`config.mk`:
```
export PLATFORM = sky130hd
export DESIGN_NAME = fsm_control_flat
export DESIGN_NICKNAME = d
export VERILOG_FILES = /design/src/rtl/fsm_control_pkg.sv /design/src/rtl/fsm_control_if.sv /design/src/rtl/fsm_control_threshold_regs.sv /design/src/rtl/fsm_control.sv /design/src/flat_wrapper.sv
export SDC_FILE = /design/constraint.sdc
export NUM_CORES = 1
export LEC_CHECK = 0
export ABC_CLOCK_PERIOD_IN_PS = 1690
export CAP_MARGIN = 40
export CORE_MARGIN = 2
export CORE_UTILIZATION = 45
export CTS_CLUSTER_DIAMETER = 60
export CTS_CLUSTER_SIZE = 16
export DETAILED_ROUTE_END_ITERATION = 8
export DONT_BUFFER_PORTS = 1
export GPL_ROUTABILITY_DRIVEN = 0
export MAX_ROUTING_LAYER = met4
export PLACE_DENSITY = 0.68
export SLEW_MARGIN = 15
export SYNTH_ARGS = -nofsm -noshare
export SYNTH_HDL_FRONTEND = slang
export SYNTH_SLANG_ARGS = --single-unit
```
`constraint.sdc`:
```
create_clock -name clk -period 1.69 [get_ports clk]
set_input_delay 0.169 -clock clk [delete_from_list [all_inputs] [get_ports clk]]
set_output_delay 0.169 -clock clk [all_outputs]
set_load 0.05 [all_outputs]
```
`src/rtl/fsm_control_pkg.sv`:
```
// ============================================================================
// Module   : fsm_control_pkg
// Brief    : State encodings, widths and a clog2 helper for fsm_control.
// Revision : 1.0 - initial release
// ============================================================================
`default_nettype none

package fsm_control_pkg;

    localparam int ESTADO_W = 3;

    localparam logic [ESTADO_W-1:0] ST_RESET  = 3'd0;
    localparam logic [ESTADO_W-1:0] ST_INIT   = 3'd1;
    localparam logic [ESTADO_W-1:0] ST_IDLE   = 3'd2;
    localparam logic [ESTADO_W-1:0] ST_ACTIVE = 3'd3;
    localparam logic [ESTADO_W-1:0] ST_ERROR  = 3'd4;

    typedef enum logic [ESTADO_W-1:0] {
        S_RESET  = ST_RESET,
        S_INIT   = ST_INIT,
        S_IDLE   = ST_IDLE,
        S_ACTIVE = ST_ACTIVE,
        S_ERROR  = ST_ERROR
    } state_e;

    // Never returns less than 1 so it can size a counter directly.
    function automatic int clog2(input int value);
        int result;
        int v;
        result = 0;
        v      = value - 1;
        while (v > 0) begin
            result = result + 1;
            v      = v >>> 1;
        end
        if (result < 1) begin
            result = 1;
        end
        return result;
    endfunction

endpackage

`default_nettype wire

```
`src/rtl/fsm_control_if.sv`:
```
// ============================================================================
// Module   : fsm_control_if
// Brief    : Configuration, FIFO status and control outputs of fsm_control.
// Revision : 1.0 - initial release
// ============================================================================
`default_nettype none

interface fsm_control_if #(
    parameter int FIFO_UNITS = 4,
    parameter int THR_WIDTH  = 3
);
    logic                  init;
    logic [THR_WIDTH-1:0]  umbral_alto_in;
    logic [THR_WIDTH-1:0]  umbral_bajo_in;
    logic [FIFO_UNITS-1:0] fifo_empty;
    logic [FIFO_UNITS-1:0] fifo_error;
    logic [THR_WIDTH-1:0]  umbral_alto;
    logic [THR_WIDTH-1:0]  umbral_bajo;
    logic                  idle;
    logic                  active;
    logic                  error;
    logic [FIFO_UNITS-1:0] error_src;
    logic [2:0]            estado;

    modport master (
        output init, umbral_alto_in, umbral_bajo_in, fifo_empty, fifo_error,
        input  umbral_alto, umbral_bajo, idle, active, error, error_src, estado
    );

    modport slave (
        input  init, umbral_alto_in, umbral_bajo_in, fifo_empty, fifo_error,
        output umbral_alto, umbral_bajo, idle, active, error, error_src, estado
    );
endinterface

`default_nettype wire

```
`src/rtl/fsm_control_threshold_regs.sv`:
```
// ============================================================================
// Module   : fsm_control_threshold_regs
// Brief    : INIT-gated almost-full/almost-empty threshold registers plus the
//            unsigned range check used when leaving INIT.
// Revision : 1.0 - initial release
// ============================================================================
`default_nettype none

module fsm_control_threshold_regs #(
    parameter int THR_WIDTH = 3
) (
    input  logic                 clk,
    input  logic                 reset,
    input  logic                 load_i,
    input  logic [THR_WIDTH-1:0] alto_i,
    input  logic [THR_WIDTH-1:0] bajo_i,
    output logic [THR_WIDTH-1:0] alto_o,
    output logic [THR_WIDTH-1:0] bajo_o,
    output logic                 cfg_ok_o
);

    logic [THR_WIDTH-1:0] alto_q;
    logic [THR_WIDTH-1:0] bajo_q;

    always_ff @(posedge clk) begin
        if (reset) begin
            alto_q <= '0;
            bajo_q <= '0;
        end else if (load_i) begin
            alto_q <= alto_i;
            bajo_q <= bajo_i;
        end
    end

    // Judged on the live inputs: they are what gets latched on the INIT exit edge.
    assign cfg_ok_o = (bajo_i < alto_i);
    assign alto_o   = alto_q;
    assign bajo_o   = bajo_q;

endmodule

`default_nettype wire

```
`src/rtl/fsm_control.sv`:
```
// ============================================================================
// Module   : fsm_control
// Brief    : Moore control FSM for the output FIFO stage (RESET/INIT/IDLE/
//            ACTIVE/ERROR), with fault-source capture and threshold ownership.
//            Optional macro IDLE_DEBOUNCE_EN: ACTIVE->IDLE needs IDLE_HOLD
//            consecutive all-empty cycles.
// Revision : 1.0 - initial release
// ============================================================================
`default_nettype none

module fsm_control
    import fsm_control_pkg::*;
#(
    parameter int FIFO_UNITS = 4,
    parameter int THR_WIDTH  = 3,
    parameter int IDLE_HOLD  = 2
) (
    input  logic         clk,
    input  logic         reset,
    fsm_control_if.slave bus_io
);

    state_e                state_q;
    state_e                state_d;
    logic                  idle_q;
    logic                  active_q;
    logic                  error_q;
    logic [FIFO_UNITS-1:0] error_src_q;
    logic [FIFO_UNITS-1:0] error_src_d;

    logic                  w_all_empty;
    logic                  w_any_error;
    logic                  w_load;
    logic                  w_cfg_ok;
    logic                  w_idle_go;
    logic [THR_WIDTH-1:0]  w_alto;
    logic [THR_WIDTH-1:0]  w_bajo;

    assign w_all_empty = &bus_io.fifo_empty;
    assign w_any_error = |bus_io.fifo_error;
    assign w_load      = (state_q == S_INIT);

    fsm_control_threshold_regs #(
        .THR_WIDTH (THR_WIDTH)
    ) u_thr (
        .clk      (clk),
        .reset    (reset),
        .load_i   (w_load),
        .alto_i   (bus_io.umbral_alto_in),
        .bajo_i   (bus_io.umbral_bajo_in),
        .alto_o   (w_alto),
        .bajo_o   (w_bajo),
        .cfg_ok_o (w_cfg_ok)
    );

`ifdef IDLE_DEBOUNCE_EN
    localparam int               c_cnt_w = clog2(IDLE_HOLD + 1);
    localparam logic [c_cnt_w-1:0] c_hold = c_cnt_w'(IDLE_HOLD);

    logic [c_cnt_w-1:0] hold_cnt_q;
    logic [c_cnt_w-1:0] w_hold_inc;

    assign w_hold_inc = (hold_cnt_q == c_hold) ? hold_cnt_q : hold_cnt_q + 1'b1;
    assign w_idle_go  = w_all_empty && (w_hold_inc == c_hold);

    // Any exit from ACTIVE (including to IDLE) leaves the count at zero.
    always_ff @(posedge clk) begin
        if (reset) begin
            hold_cnt_q <= '0;
        end else if ((state_d == S_ACTIVE) && w_all_empty) begin
            hold_cnt_q <= w_hold_inc;
        end else begin
            hold_cnt_q <= '0;
        end
    end
`else
    assign w_idle_go = w_all_empty;
`endif

    always_comb begin
        state_d     = state_q;
        error_src_d = error_src_q;
        case (state_q)
            S_RESET: begin
                state_d = S_INIT;
            end
            S_INIT: begin
                if (!bus_io.init) begin
                    if (w_cfg_ok) begin
                        state_d = S_IDLE;
                    end else begin
                        state_d     = S_ERROR;
                        error_src_d = '0;
                    end
                end
            end
            S_IDLE: begin
                if (w_any_error) begin
                    state_d     = S_ERROR;
                    error_src_d = bus_io.fifo_error;
                end else if (bus_io.init) begin
                    state_d = S_INIT;
                end else if (!w_all_empty) begin
                    state_d = S_ACTIVE;
                end
            end
            S_ACTIVE: begin
                if (w_any_error) begin
                    state_d     = S_ERROR;
                    error_src_d = bus_io.fifo_error;
                end else if (bus_io.init) begin
                    state_d = S_INIT;
                end else if (w_idle_go) begin
                    state_d = S_IDLE;
                end
            end
            S_ERROR: begin
                state_d = S_ERROR;
            end
            default: begin
                state_d = S_RESET;
            end
        endcase
    end

    // Flags are registered from the next state so they line up with estado.
    always_ff @(posedge clk) begin
        if (reset) begin
            state_q     <= S_RESET;
            idle_q      <= 1'b0;
            active_q    <= 1'b0;
            error_q     <= 1'b0;
            error_src_q <= '0;
        end else begin
            state_q     <= state_d;
            idle_q      <= (state_d == S_IDLE);
            active_q    <= (state_d == S_ACTIVE);
            error_q     <= (state_d == S_ERROR);
            error_src_q <= error_src_d;
        end
    end

    assign bus_io.umbral_alto = w_alto;
    assign bus_io.umbral_bajo = w_bajo;
    assign bus_io.idle        = idle_q;
    assign bus_io.active      = active_q;
    assign bus_io.error       = error_q;
    assign bus_io.error_src   = error_src_q;
    assign bus_io.estado      = state_q;

endmodule

`default_nettype wire
```
`src/flat_wrapper.sv`:
```
// flat-port wrapper written by rule: the top's interface ports become plain ports
module fsm_control_flat import fsm_control_pkg::*;
#(
    parameter int FIFO_UNITS = 4,
    parameter int THR_WIDTH  = 3,
    parameter int IDLE_HOLD  = 2
)
  (clk, reset, bus_io_init, bus_io_umbral_alto_in, bus_io_umbral_bajo_in, bus_io_fifo_empty, bus_io_fifo_error, bus_io_umbral_alto, bus_io_umbral_bajo, bus_io_idle, bus_io_active, bus_io_error, bus_io_error_src, bus_io_estado);
  fsm_control_if #(.FIFO_UNITS(FIFO_UNITS), .THR_WIDTH(THR_WIDTH)) bus_io_i ();
  input  logic clk;
  input  logic reset;
  input wire logic [$bits(bus_io_i.init)-1:0] bus_io_init;
  input wire logic [$bits(bus_io_i.umbral_alto_in)-1:0] bus_io_umbral_alto_in;
  input wire logic [$bits(bus_io_i.umbral_bajo_in)-1:0] bus_io_umbral_bajo_in;
  input wire logic [$bits(bus_io_i.fifo_empty)-1:0] bus_io_fifo_empty;
  input wire logic [$bits(bus_io_i.fifo_error)-1:0] bus_io_fifo_error;
  output wire logic [$bits(bus_io_i.umbral_alto)-1:0] bus_io_umbral_alto;
  output wire logic [$bits(bus_io_i.umbral_bajo)-1:0] bus_io_umbral_bajo;
  output wire logic [$bits(bus_io_i.idle)-1:0] bus_io_idle;
  output wire logic [$bits(bus_io_i.active)-1:0] bus_io_active;
  output wire logic [$bits(bus_io_i.error)-1:0] bus_io_error;
  output wire logic [$bits(bus_io_i.error_src)-1:0] bus_io_error_src;
  output wire logic [$bits(bus_io_i.estado)-1:0] bus_io_estado;
  assign bus_io_i.init = bus_io_init;
  assign bus_io_i.umbral_alto_in = bus_io_umbral_alto_in;
  assign bus_io_i.umbral_bajo_in = bus_io_umbral_bajo_in;
  assign bus_io_i.fifo_empty = bus_io_fifo_empty;
  assign bus_io_i.fifo_error = bus_io_fifo_error;
  assign bus_io_umbral_alto = bus_io_i.umbral_alto;
  assign bus_io_umbral_bajo = bus_io_i.umbral_bajo;
  assign bus_io_idle = bus_io_i.idle;
  assign bus_io_active = bus_io_i.active;
  assign bus_io_error = bus_io_i.error;
  assign bus_io_error_src = bus_io_i.error_src;
  assign bus_io_estado = bus_io_i.estado;
  fsm_control #(.FIFO_UNITS(FIFO_UNITS), .THR_WIDTH(THR_WIDTH), .IDLE_HOLD(IDLE_HOLD)) u_core (.clk(clk), .reset(reset), .bus_io(bus_io_i));
endmodule
```
Word-level counts from Yosys, hierarchy flattened
Index checks and enable logic that the tools add are counted.
- mux-type cells: 13
- eq/ne operators: 10
- magnitude comparators: 1
- reduce and logical (&&, ||, !) cells: 6
- operators with widths (cell ; number):
    3-bit two-way mux ; 8
    3-bit case mux with 5 select lines ; 1
    3-bit by 2-bit equality test with 1-bit output, second input constant ; 4
    4-bit two-way mux ; 3
    4-bit case mux with 2 select lines ; 1
    4-bit AND reduction ; 2
    3-bit equality test, second input constant ; 2
    2-bit != test, second input constant ; 2
    4-bit OR reduction ; 1
    3-bit by 1-bit equality test with 1-bit output, second input constant ; 1
    3-bit zero test ; 1
    3-bit less-than comparator ; 1
    2-bit by 1-bit != test with 1-bit output, second input constant ; 1
    2-bit nonzero test ; 1
    2-bit OR reduction ; 1
- bits in registers: 16
- input bits: 17
- word-level logic and storage cells: 37
- output and inout bits: 16

Longest topological paths before layout
Gate-level depths: netlist (run 1).
- word-level depth: 6
- mapped depth: 6
- gate-level depth less buffers: 6

Modules after synthesis
A second synthesis (run 1) with hierarchy kept.
- cell total of the unflattened synthesis: 69
- area, all modules: 688.2 sq um
- modules (own cells, without submodules) (module ; cells an instance ; area an instance (sq um) ; seq. area each (sq um) ; instances):
    fsm_control ; 43 ; 421.7 ; 200.2 ; 1
    fsm_control_threshold_regs ; 26 ; 266.5 ; 120.1 ; 1

Least setup slack after synthesis (run 1)
OpenSTA, ideal clock, no wires.
- path type: register to register
- from: register u_core.state_q[0], in the netlist u_core.bus_io.estado[0]
- to: register u_core.error_src_q[0], in the netlist u_core.bus_io.error_src[0]
- clock period less this slack: 1.595 ns
- library setup time: 0.117 ns
- buffers on the path: 1
- path slack: 0.095 ns
- arrival: 1.478 ns
- required time: 1.573 ns
- cell stages (with the launch flop): 5
- path through: dfxtp_1 > nor3b_1 > buf_2 > a311oi_4 > a22o_1
- longest elaborated chain between the ends: 4
- elaborated cells between the ends (all ways): 10
- those cells by class: 6 x eq/ne; 1 x mux; 3 x reduce/logical
- ends and longest elaborated chain (what ; RTL line ; RTL):
    start: declaration ; fsm_control.sv:23 ; state_e state_q;
    start signal: assignment ; fsm_control.sv:135 ; state_q <= state_d;
    3-bit by 2-bit equality test with 1-bit output ; fsm_control.sv:83 ; case (state_q)
    2-bit OR reduction (no line) ; -- ;
    2-bit by 1-bit != test with 1-bit output (no line) / 2-bit nonzero test (equally long branches) ; -- ;
    4-bit AND reduction (no line) ; -- ;
    end signal: assignment ; fsm_control.sv:139 ; error_src_q <= error_src_d;
    end: declaration ; fsm_control.sv:28 ; logic [FIFO_UNITS-1:0] error_src_q;
Parallel ways exist; a longest one is shown, timed or not.
A chain may end at the register's enable or synchronous reset.

Worst setup path in the final report (run 1)
- from: register u_core.state_q[0], in the netlist u_core.bus_io.estado[0]
- to: register u_core.u_thr.alto_q[0], in the netlist u_core.u_thr.alto_o[0]
- longest elaborated chain between the ends: 1
- ends and longest elaborated chain (what ; RTL line ; RTL):
    3-bit by 1-bit equality test with 1-bit output ; fsm_control.sv:41 ; assign w_load = (state_q == S_INIT);
    end signal: assignment ; fsm_control_threshold_regs.sv:30 ; alto_q <= alto_i;
    end: declaration ; fsm_control_threshold_regs.sv:22 ; logic [THR_WIDTH-1:0] alto_q;
No other way between the ends.

==> results of run 1 <==
==> logic make-up after synthesis <==
family                     count (synthesis)
AOI/OAI and AO/OA                         13
adders and majority gates                  2
buffers and inverters                      5
DFF                                       16
muxes                                      6
and+or+nand+nor                           23
==> worst max-delay path, delay by kind of cell (launching register included) <==
family        cells  cell delay, ns
buf+inv           1            0.24
flops             1            0.38
mux               1            0.20
simple gates      2            0.38
==> report_power, final <==
| part | switching, mW | internal [mW] |
|---|---|---|
| combinational | 0.0721 | 0.0573 |
| sequential | 0.0801 | 0.401 |
| clock | 0.122 | 0.131 |
==> how the worst min path moves through the flow <==
stage,slack (ns),start,cells after the start,endpoint
after floorplan,0.29,bus_io_fifo_error[0],1,u_core.bus_io.error_src[0]$_SDFFE_PP0P_
after detailed placement,0.24,reset,1,u_core.bus_io.estado[2]$_SDFF_PP0_
final,0.02,bus_io_fifo_error[1],1,u_core.bus_io.error_src[1]$_SDFFE_PP0P_
after global routing,0.01,bus_io_fifo_error[1],1,u_core.bus_io.error_src[1]$_SDFFE_PP0P_
after CTS,0.008,bus_io_fifo_error[1],1,u_core.bus_io.error_src[1]$_SDFFE_PP0P_
after global placement,0.24,reset,1,u_core.bus_io.estado[2]$_SDFF_PP0_
==> metal layers <==
metal	GRT usage	vias up	wire [um]
met5	-	-	0
met4	0.0750	0	17
met3	0.0474	4	141
met2	0.234	26	531
met1	0.179	220	501
li1	-	246	-
==> final cells by class <==
class | count | share of cell area
clock buffers | 4 | 0.0470
inverters | 3 | 0.0146
multi-input cells | 44 | 0.421
flip-flops and latches | 16 | 0.415
well taps | 15 | 0.0243
repair buffers | 7 | 0.0778
==> metrics by stage <==
step	utilization	hold WS (ns)	total power, mW	instances
finish	0.579	0.0158	0.863	89
detailed placement	0.529	0.245	0.612	82
CTS	0.579	0.00759	0.873	89
floorplan	-	0.295	0.588	65
global route	0.579	0.00990	0.903	89
global placement	0.529	0.241	0.609	82
==> synth_stat cells (2+ instances only) <==
cell type | n | share of area
mux2i_1 | 6 | 0.091
nor2_1 | 9 | 0.051
nand2_1 | 3 | 0.017
nor2b_1 | 2 | 0.019
nor3b_1 | 3 | 0.034
o21ai_1 | 2 | 0.015
dfxtp_1 | 16 | 0.48
ha_1 | 2 | 0.038
nand3_1 | 2 | 0.015
a21oi_1 | 4 | 0.030
inv_1 | 3 | 0.017
a22o_1 | 4 | 0.053
==> flip-flops by register name (all words and copies together), names as in the netlist <==
name,count
u_core.u_thr.alto_o,3
u_core.bus_io.error,1
u_core.bus_io.estado,3
u_core.u_thr.bajo_o,3
u_core.bus_io.idle,1
u_core.bus_io.error_src,4
u_core.bus_io.active,1
==> layout by cell type (no fill, tap or decap) <==
| master | synthesis | final |
|---|---|---|
| dfxtp_1 | 16 | 16 |
| nor2_1 | 9 | 9 |
| mux2i_1 | 6 | 6 |
| a21oi_1 | 4 | 4 |
| a22o_1 | 4 | 4 |
| buf_4 | 0 | 4 |
| inv_1 | 3 | 3 |
| nand2_1 | 3 | 3 |
| clkbuf_4 | 0 | 3 |
| dlygate4sd3_1 | 0 | 3 |
| nor2b_1 | 2 | 2 |
| o21ai_1 | 2 | 2 |
| nor3b_2 | 1 | 2 |
| nand3_1 | 2 | 2 |
| nor3b_1 | 3 | 2 |
| ha_1 | 2 | 2 |
| nor4_2 | 1 | 1 |
| a21o_1 | 1 | 1 |
| nand4_1 | 1 | 1 |
| a211o_1 | 1 | 1 |
| a311oi_4 | 1 | 1 |
| and2_1 | 1 | 1 |
| clkbuf_8 | 0 | 1 |
==> results.md, run 1 <==
- Vias in the first global route: slightly below 500
- Worst hold path type: primary input to flip-flop
- Endpoints failing hold: 0
- Initial Util: 0.495
- Critical path peak fanout: 7
- Setup TNS Final: 0 ns
- CP endpoint kind: flip-flop
- Die width: ~42 um
- Row count: 13
- Multiplexer share of the synthesized area: 0.0909
- Critical path required time: 1.86 ns
- Initial antenna violation count: 0
- # resized after CTS: 0
- Slowest stage delay, CP: 0.38 ns
- CTS Buf Count: 3
- Share of layout cells above drive strength 1: 0.162
- Post-layout nets: 94
- Post-route minimum period: 1.31 ns
- # Post-CTS Setup Buffers: 0
- Setup Skew: about 0.0016 ns
- Static leakage: 0.328 nW
- RSZ-0062 raised after global routing: false
- CTS Hold Bufs: 3
- CTS tree: done
- Crit path launch type: flip-flop
- Synth Area in Adders: 0.0379
- Dpl ws: 0.321 ns
- Max_cap viols: 0
- Critical path arrival: approximately 1.5 ns
- Area grow syn2layout: 16.9%
- Vias/cell: 5.57
- Clk buf depth: 2
- Register area share after synthesis: 0.485
- Fillers: 132
- Congestion Overflow GR: 0
- Reg2reg end: u_core.u_thr.alto_o[0]$_SDFFE_PP0P_
- Port Buffers: 0
- Synth unique cells: 21
- Synth Cell Area: 661 um2
- Clock slew at reported path FFs: 0.09 ns
- Synth Net Count: 84
- Main combinational cell family by area after synthesis: simple AND/OR/NAND/NOR gates
- Routed Antenna Nets: 0
- Status: complete, no violations
- Fmax: 762 MHz
- Area taken by multi-input logic gates: ~330 um2
- Post-synthesis simple-gate area fraction: 0.193
- Post-Syn Area per Cell: 10.2 um2
- Max-slew violation count: 0
- FF-to-FF setup slack: 0.38 ns
- Design Area, Final: 772 um2
- Clock Latency Late Sink: roughly 0.28 ns
- Sequential Area: 320 um2
- # IOs: 33
- Power Density: about 1100 nW/um2
- N_diodes: 0
- Root buffer cell: clkbuf_4
- WL per Instance: 13.4 um
- CP Cell Sequence: nor3b_2 -> buf_4 -> mux2i_1 -> nor2_1
- Worst flop-to-flop path startpoint: u_core.bus_io.estado[0]$_SDFF_PP0_
- Area of the die: ~1800 um2
- Final Worst Setup Slack: 0.378 ns
- Post-synthesis compound-gate area fraction: 0.163
- Synth Instances: 65
- XOR/XNOR share of the synthesized area: 0
- Worst setup path endpoint: u_core.u_thr.alto_o[0]$_SDFFE_PP0P_
- DRC viols: 0
- Largest net degree at the start of global routing: 10
- Most used flip-flop cell after synthesis: dfxtp_1
- Yosys reg bits: 16
- Max VDD drop: 646 uV
- # setup viols final: 0
- Total global-route track usage: 0.152
- Htree depth: 1
- Tcrit/Tclk final: 0.776
- Crit. Startpoint: u_core.bus_io.estado[0]$_SDFF_PP0_
- Asr flop ratio synth: 0
- First-pass GRT wire length: around 2000 um
- Rel. slew slack: 0.646
- Cell Area, Placed: 706 um2
- Post-synth EDFFs: 0
- Total vias in the final route: 496
- Die Y: 42.3 um
- 1st-pass router iterations: 4
- Critical path's slowest cell: dfxtp_1
- Critical path class: flip-flop to flip-flop
- Clk sinks: 16
- Slew @ Worst Pin: 0.530 ns
- Initial drt markers: 8
- R2R cell count: 4
- Area of the core: between 1000 and 1500 um2
- Post-Route WL: approximately 1200 um
- Yosys warnings: 0
Note: power is estimated with default switching activity, not from simulation.
==> inputs of run 2 (changes only) <==
--- a/config.mk
+++ b/config.mk
@@ -5,7 +5,7 @@
 export SDC_FILE = /design/constraint.sdc
 export NUM_CORES = 1
 export LEC_CHECK = 0
-export ABC_CLOCK_PERIOD_IN_PS = 1690
+export ABC_CLOCK_PERIOD_IN_PS = 1200
 export CAP_MARGIN = 40
 export CORE_MARGIN = 2
 export CORE_UTILIZATION = 45
@@ -15,7 +15,7 @@
 export DONT_BUFFER_PORTS = 1
 export GPL_ROUTABILITY_DRIVEN = 0
 export MAX_ROUTING_LAYER = met4
-export PLACE_DENSITY = 0.68
+export PLACE_DENSITY = 0.7
 export SLEW_MARGIN = 15
 export SYNTH_ARGS = -nofsm -noshare
 export SYNTH_HDL_FRONTEND = slang
==> constraint.sdc (replaced) <==
create_clock -name clk -period 1.2 [get_ports clk]
set_input_delay 0.12 -clock clk [delete_from_list [all_inputs] [get_ports clk]]
set_output_delay 0.12 -clock clk [all_outputs]
set_load 0.05 [all_outputs]
==> results.md, run 2 (synthesis gave the netlist of run 1 again) <==
- CP Cell Sequence: nor3b_4 -> buf_6 -> a311oi_4 -> a22o_1
- Wire length on met1: approximately 600 um
- Clk sinks: 16
- Slew @ Worst Pin: 0.481 ns
- CTS Buf Count: 3
- Status: finished with violations
- # Post-CTS Setup Buffers: 0
- N_diodes: 0
- Rel. slew slack: 0.679
- Max-slew violation count: 0
- Area grow syn2layout: 44.1%
- Row count: 13
- Clk buf depth: 2
- Root buffer cell: clkbuf_4
- Dpl hpwl: a little over 1000 um
- Die Y: 42.3 um
- Max VDD drop: approximately 700 uV
- # setup viols final: 2
- Final core utilization: 0.714
- Top sig layer: met4
- Critical path peak fanout: 8
- Critical path's slowest cell: dfxtp_4
- First-pass GRT wire length: around 2400 um
- CP endpoint kind: flip-flop
- Share of layout cells above drive strength 1: 0.290
- CTS tree: done
- Critical path class: flip-flop to flip-flop
- Worst hold path type: primary input to flip-flop
- 1st-pass router iterations: 4
- Congestion Overflow GR: 0
- Failing checks: negative setup slack
- Die width: about 42 um
- Vias/cell: 5.47
- Fmax: 820 MHz
- Area of the die: between 1500 and 2000 um2
- Post-route minimum period: 1.22 ns
- FF-to-FF setup slack: -0.02 ns
- Routed Antenna Nets: 0
- Crit path max-delay family: flip-flops
- Bufs and invs on worst path: 1
- Clock slew at reported path FFs: 0.09 ns
- Initial Util: 0.495
- Endpoints failing hold: 0
- Static leakage: 0.424 nW
- Final hold slack: 0.00228 ns
- Commonest non-fill, non-tap cells in the layout: 14 x buf_4, 13 x dfxtp_1, 10 x dlygate4sd3_1
- Final Worst Setup Slack: -0.0199 ns
- Setup Skew: approximately 0.00063 ns
- Total global-route track usage: 0.177
- Clock Latency Late Sink: 0.27 ns
- Max_cap viols: 0
- WL per Instance: ~14 um
- Tcrit/Tclk final: 1.02
- Met3 wire len: 115 um
- RSZ-0062 raised after global routing: true
- DR WL met2: 747 um
- Number of flip-flops in the largest register: 4
- Critical path arrival: 1.39 ns
- Area of the core: 1330 um2
- Post-layout nets: around 110
- Fillers: 117
- Largest net degree at the start of global routing: 10
- Power Density: 1270 nW/um2
- Htree depth: 1
- Port Buffers: 0
- Initial drt markers: 3
- Vias in the first global route: ~560
- Crit path launch type: flip-flop
- Critical path required time: roughly 1.4 ns
- Most common cell after layout, fill and taps aside: buf_4
- Total vias in the final route: 591
- Slowest stage delay, CP: 0.38 ns
- Post-Route WL: 1500 um
- Initial antenna violation count: 0
- # IOs: 33
- DRC viols: 0
==> run 2: worst paths after layout <==
check / start / depth (start not counted) / endpoint
setup / recovery: u_core.bus_io.estado[1]$_SDFF_PP0_ / 4 / u_core.bus_io.error_src[1]$_SDFFE_PP0P_
hold / removal: bus_io_umbral_bajo_in[1] / 2 / u_core.u_thr.bajo_o[1]$_SDFFE_PP0P_
setup reg to reg: u_core.bus_io.estado[1]$_SDFF_PP0_ / 4 / u_core.bus_io.error_src[1]$_SDFFE_PP0P_
hold reg to reg: u_core.bus_io.error_src[3]$_SDFFE_PP0P_ / 1 / u_core.bus_io.error_src[3]$_SDFFE_PP0P_
==> run 2: area by class of cell <==
cell class	count	area, um2	share of cell area
Multi-Input combinational cell	44	337	0.353
Sequential cell	16	332	0.348
Timing Repair Buffer	26	228	0.239
Clock buffer	3	22.5	0.0237
Tap cell	15	18.8	0.0197
Inverter	3	11.3	0.0118
Clock inverter	1	3.75	0.00394
==> run 2: metal layers <==
layer | up-vias | GRT usage
li1 | 288 | -
met1 | 274 | 0.221
met2 | 25 | 0.271
met3 | 4 | 0.0302
met4 | 0 | 0.0938
met5 | - | -
==> run 2: metrics by stage <==
stage / setup TNS, ns / setup WS, ns / instances / instance area, um2 / total power, mW
after floorplan: -0.104 / -0.0260 / 65 / 688 / 0.838
after global routing: -0.511 / -0.0767 / 108 / 952 / 1.28
after CTS: 0 / 0.0296 / 108 / 938 / 1.21
final: -0.0258 / -0.0199 / 108 / 952 / 1.21
after global placement: -0.314 / -0.0852 / 94 / 812 / 0.898
after detailed placement: -0.463 / -0.117 / 94 / 812 / 0.902
==> run 2: where the power goes <==
part / internal (mW) / leakage, nW / total, mW / switching [mW]
Clock: 0.120 / 0.0154 / 0.275 / 0.155
Combinational: 0.139 / 0.276 / 0.331 / 0.192
Sequential: 0.564 / 0.133 / 0.606 / 0.0418
==> run 2: timing repair <==
action | CTS | global route
setup endpoints to repair | 0 | 13
resized for setup | 0 | 3
hold buffers | 10 | 0
hold endpoints to repair | 13 | 0
==> inputs of run 3 (changes only) <==
--- a/config.mk
+++ b/config.mk
@@ -6,7 +6,7 @@
 export NUM_CORES = 1
 export LEC_CHECK = 0
 export ABC_CLOCK_PERIOD_IN_PS = 1200
-export CAP_MARGIN = 40
+export CAP_MARGIN = 25
 export CORE_MARGIN = 2
 export CORE_UTILIZATION = 45
 export CTS_CLUSTER_DIAMETER = 60
@@ -16,7 +16,7 @@
 export GPL_ROUTABILITY_DRIVEN = 0
 export MAX_ROUTING_LAYER = met4
 export PLACE_DENSITY = 0.7
-export SLEW_MARGIN = 15
+export SLEW_MARGIN = 20
 export SYNTH_ARGS = -nofsm -noshare
 export SYNTH_HDL_FRONTEND = slang
 export SYNTH_SLANG_ARGS = --single-unit
==> results of run 3 <==
The final DEF is identical to that of run 2; final timing and power are the same.
